### config.mk
export PLATFORM = sky130hd
export DESIGN_NAME = div_ctrl
export DESIGN_NICKNAME = d
export VERILOG_FILES = /design/src/rtl/div_ctrl_pkg.sv /design/src/rtl/div_step.sv /design/src/rtl/div_ctrl.sv
export SDC_FILE = /design/constraint.sdc
export NUM_CORES = 1
export LEC_CHECK = 0
export BUFFER_PORTS_ARGS = -buffer_cell sky130_fd_sc_hd__buf_2
export CORE_AREA = 2 2 139 168
export CTS_CLUSTER_DIAMETER = 40
export CTS_CLUSTER_SIZE = 24
export DETAILED_ROUTE_END_ITERATION = 10
export DIE_AREA = 0 0 141 170
export PLACE_DENSITY_LB_ADDON = 0.25
export SETUP_SLACK_MARGIN = 0.02
export SYNTH_ARGS = -nofsm -noshare
export SYNTH_HDL_FRONTEND = slang
export SYNTH_SLANG_ARGS = --single-unit
### constraint.sdc
create_clock -name clk -period 5.5 [get_ports clk]
set_input_delay 0.55 -clock clk [delete_from_list [all_inputs] [get_ports clk]]
set_output_delay 0.55 -clock clk [all_outputs]
set_load 0.02 [all_outputs]
### src/rtl/div_ctrl_pkg.sv
// +----------------------------------------------------------------------------+
// | div_ctrl_pkg : shared state encodings and helpers for the divide sequencer |
// | Revision     : 1.0                                                         |
// +----------------------------------------------------------------------------+
`default_nettype none

package div_ctrl_pkg;

  typedef enum logic [1:0] {
    DIV_IDLE = 2'd0,
    DIV_RUN  = 2'd1,
    DIV_DONE = 2'd2
  } div_state_t;

  // Index of the last restoring step; one quotient bit is produced per step.
  function automatic int div_last_step(input int width);
    return width - 1;
  endfunction

endpackage

`default_nettype wire

### src/rtl/div_step.sv
// +----------------------------------------------------------------------------+
// | div_step : one combinational radix-2 restoring division step               |
// | Revision : 1.0                                                             |
// +----------------------------------------------------------------------------+
`default_nettype none

module div_step #(
  parameter int WIDTH = 32
) (
  input  logic [WIDTH-1:0] r_in,
  input  logic [WIDTH-1:0] q_in,
  input  logic [WIDTH-1:0] divisor,
  output logic [WIDTH-1:0] r_out,
  output logic [WIDTH-1:0] q_out
);

  logic [WIDTH:0] r_sh;
  logic [WIDTH:0] trial;
  logic           ge;

  // The shifted remainder needs one extra bit: divisors reach 2^WIDTH-1.
  assign r_sh  = {r_in, q_in[WIDTH-1]};
  assign ge    = (r_sh >= {1'b0, divisor});
  assign trial = r_sh - {1'b0, divisor};
  assign r_out = ge ? WIDTH'(trial) : WIDTH'(r_sh);
  assign q_out = {q_in[WIDTH-2:0], ge};

endmodule

`default_nettype wire

### src/rtl/div_ctrl.sv
// +----------------------------------------------------------------------------+
// | div_ctrl : multi-cycle DIV/DIVU sequencer with pipeline stall and annul    |
// | Revision : 1.0                                                             |
// +----------------------------------------------------------------------------+
`default_nettype none

module div_ctrl
  import div_ctrl_pkg::*;
#(
  parameter int WIDTH = 32
) (
  input  logic             clk,
  input  logic             rst,
  input  logic             start,
  input  logic             signed_div,
  input  logic [WIDTH-1:0] a,
  input  logic [WIDTH-1:0] b,
  input  logic             annul,
  output logic             stall_o,
  output logic             valid,
  output logic [WIDTH-1:0] quotient,
  output logic [WIDTH-1:0] remainder
);

  localparam int            CW   = $clog2(WIDTH);
  localparam logic [CW-1:0] LAST = CW'(div_last_step(WIDTH));

  div_state_t       state, next_state;
  logic [CW-1:0]    cnt;
  logic [WIDTH-1:0] rem_p, quo_p, dvsr;
  logic             q_neg, r_neg;
  logic [WIDTH-1:0] step_r, step_q;
  logic [WIDTH-1:0] a_abs, b_abs;
  logic             accept, b_zero, last_step;

  // 0x80000000 negates to itself, which is exactly the unsigned magnitude.
  assign a_abs     = (signed_div && a[WIDTH-1]) ? -a : a;
  assign b_abs     = (signed_div && b[WIDTH-1]) ? -b : b;
  assign b_zero    = (b == '0);
  assign last_step = (cnt == LAST);

  div_step #(.WIDTH(WIDTH)) u_step (
    .r_in    (rem_p),
    .q_in    (quo_p),
    .divisor (dvsr),
    .r_out   (step_r),
    .q_out   (step_q)
  );

  always_ff @(posedge clk) begin
    if (rst) state <= DIV_IDLE;
    else     state <= next_state;
  end

  always_comb begin
    next_state = state;
    stall_o    = 1'b0;
    accept     = 1'b0;
    case (state)
      DIV_IDLE: begin
        if (start && !annul) begin
          accept     = 1'b1;
          stall_o    = 1'b1;
          next_state = b_zero ? DIV_DONE : DIV_RUN;
        end
      end
      DIV_RUN: begin
        stall_o = 1'b1;
        if (annul)          next_state = DIV_IDLE;
        else if (last_step) next_state = DIV_DONE;
      end
      DIV_DONE: next_state = DIV_IDLE;
      default:  next_state = DIV_IDLE;
    endcase
  end

  always_ff @(posedge clk) begin
    if (rst) begin
      valid     <= 1'b0;
      quotient  <= '0;
      remainder <= '0;
      cnt       <= '0;
      rem_p     <= '0;
      quo_p     <= '0;
      dvsr      <= '0;
      q_neg     <= 1'b0;
      r_neg     <= 1'b0;
    end else begin
      valid <= (next_state == DIV_DONE);
      if (accept) begin
        if (b_zero) begin
          quotient  <= '1;
          remainder <= a;
        end else begin
          quo_p <= a_abs;
          dvsr  <= b_abs;
          rem_p <= '0;
          cnt   <= '0;
          q_neg <= signed_div & (a[WIDTH-1] ^ b[WIDTH-1]);
          r_neg <= signed_div & a[WIDTH-1];
        end
      end else if (state == DIV_RUN && !annul) begin
        rem_p <= step_r;
        quo_p <= step_q;
        cnt   <= cnt + 1'b1;
        if (last_step) begin
          quotient  <= q_neg ? -step_q : step_q;
          remainder <= r_neg ? -step_r : step_r;
        end
      end
    end
  end

endmodule

`default_nettype wire

==> impl_results.md <==
* Status: completed
* Max Transition Viols Final at 0
* CTS sink count at 170
* Final instance area at 13300 sq um
* Critical Path AT at 5430 ps
* Number of synthesized flops with an enable pin at 0
* CTS buffer count at 17
* Worst-path fanout max at 10
* IO buf count at 134
* Syn avg cell area at 7.53 sq um
* Commonest non-fill, non-tap cell in the layout: nor2_1
* Die ar. at 24000 sq um
* CTS tree: built
* Setup Skew at 18.1 ps
* Initial DRC Count at 1045
* Largest net degree at the start of global routing at 85
* Row cnt at 60
* Worst Path Required at 5780 ps
* Total Routing Usage GR at 30.0%
* Skew-Pair Late Insertion Delay at 450 ps
* Post-Layout Cell Count at 1933
* Core Util, Final at 59.5%
* Yosys cell types at 75
* Pre-CTS WS at 423 ps
* Die width at 141 um
* Initial antenna violation count at 0
* Kind of cell adding the most delay to the critical path: compound AO/OA/AOI/OAI gates
* # Max-Cap Violations at 0
* CTS root buf: clkbuf_16
* TNS Setup at 0 ps
* Die height at 170 um
* WL final at 36500 um
* Dominant synthesized flop cell: dfxtp_1
* Mapped Area at 11900 sq um
* Final HPWL DP at 27400 um
* DR WL/cell at 18.9 um
* RePlAce Congestion at 0.956
* Drt drc at 0
* Initial Utilization at 53.2%
* Minimum clock period at 5150 ps
* CTS clk-pin slew, worst paths at 70 ps
* Post-synthesis sequential area ratio at 28.7%
* Diode count at 0
* Post-layout nets at 1749
* Fmax at 0.194 GHz
* R2r setup slk at 350 ps
* Peak VDD IR at 219 uV
* Layout cells sized above 1 at 13.8%
* Post-synthesis cell count at 1576
* CP startpoint kind: flip-flop
* Clk buf depth at 2
* PwrDens at 252 nW/um^2
* Global-route wire length before repair at 58000 um
* Slowest CP cell: or3_1
* Worst-margin pin slew at 948 ps
* FF+latch count, synth at 170
* Total power at 3.35 mW
* Grt ovf at 0
* Antenna-violating nets left at 0
* Dpl cell area at 12600 sq um
* Crit-path max cell delay at 530 ps
* Min-delay worst type: input pin to flip-flop
* Post-Place Cells at 1901
* Via density per instance at 6.17
* Hold WS at 388 ps
* DRT Pass-1 Iters at 6
* Final WS setup at 353 ps
* Final Cycle Share at 93.6%
* CP bufs+invs at 2
* Synth Warn # at 0
* Crit path kind: flip-flop to flip-flop
* Post-synth ARST share at 0%
* Leak Pwr at 5.25 nW
* Setup violations, final at 0
* Area Overhead vs Synth at 11.9%
* H-tree levels at 4
* Via count at 11900
* Vias in the first global route at 11000
* Max_slew headroom at 36.8%
* Most frequent cells in the layout: nor2_1, dfxtp_1, nand2_1
* Hold violation count in the final report at 0
* Synth Net Count at 1684
* Worst-path cell chain: inv_1 -> ha_1 -> a21o_1 -> a31oi_1 -> o21ai_0 -> o31a_1 -> o31a_2 -> inv_4 -> nor2_1 -> a21oi_1 -> ha_1 -> nand2_1 -> a2111oi_1 -> mux2i_1 -> a21o_1 -> or3_1 -> o41ai_1 -> xor2_1 -> o22ai_1
* I/O Pins at 135
* Core area at 22300 sq um
* Worst setup EP type: flip-flop
-- report_power, final --
part	internal [mW]	total (mW)	switching, mW
clock network	0.773	1.33	0.561
logic	0.256	0.726	0.470
registers	1.26	1.29	0.0262
total	2.29	3.35	1.06
-- layer usage --
| metal | global-route usage [%] | part of all wire (%) | vias to the layer above |
|---|---|---|---|
| met3 | 3.83 | 5.2 | 58 |
| met1 | 37.3 | 42 | 5642 |
| met2 | 53.1 | 50 | 377 |
| li1 | - | - | 5856 |
| met4 | 11.3 | 3.2 | 0 |
| met5 | 0 | 0 | - |
-- tightest hold or removal path: stages --
cell     delay (ps)
buf_2           120
nand2_1          50
a21oi_1          50
-- final timing paths --
| check | from | depth (start not counted) | end |
|---|---|---|---|
| max | dvsr[16]$_SDFFE_PP0P_ | 19 | remainder[30]$_SDFFE_PP0P_ |
| min | b[0] | 3 | dvsr[0]$_SDFFE_PP0P_ |
| max reg2reg | dvsr[16]$_SDFFE_PP0P_ | 19 | remainder[30]$_SDFFE_PP0P_ |
| min reg2reg | dvsr[31]$_SDFFE_PP0P_ | 2 | dvsr[31]$_SDFFE_PP0P_ |
-- cells by family after synthesis --
logic type,Yosys count,synth area share (%)
DFF,170,28.7
muxes,31,2.65
adders and majority gates,39,4.18
buffers and inverters,163,5.50
xor gates and xnor gates,129,9.53
AOI/OAI and AO/OA,480,27.3
and+or+nand+nor,564,22.1
-- synthesized netlist by cell type, drive strengths merged, types with 37 or more instances --
cell    number  share of area, %
a21oi      113               4.8
inv         51               1.6
nor2       193               6.1
xor2        61               4.5
dfxtp      170                29
nand2      161               5.1
nand3       37               1.7
a211oi      69               4.4
clkbuf      81               2.6
xnor2       68               5.0
o21ai       91               3.8
ha          38               4.0
-- state kept, by name, indices dropped and copies added, names as in the netlist --
register / flops
q_neg: 1
r_neg: 1
rem_p: 32
dvsr: 32
state: 2
valid: 1
remainder: 32
quotient: 32
cnt: 5
quo_p: 32
-- area by class of cell --
type,instances,area (sq um)
clock buffers,18,429
well taps,279,349
multi-input cells,1243,7830
inverters,51,194
repair buffers,158,853
flip-flops and latches,170,3400
clock inverters,14,208
fillers,2055,9030
-- what timing repair did --
action | 4_1_cts | 5_1_grt
buffers inserted | 0 | 0
setup endpoints to repair | 0 | 1
hold buffers | 0 | 0
endpoints found under the hold margin | 0 | 0
gates resized for setup | 0 | 1
(Power assumes the default switching activity.)
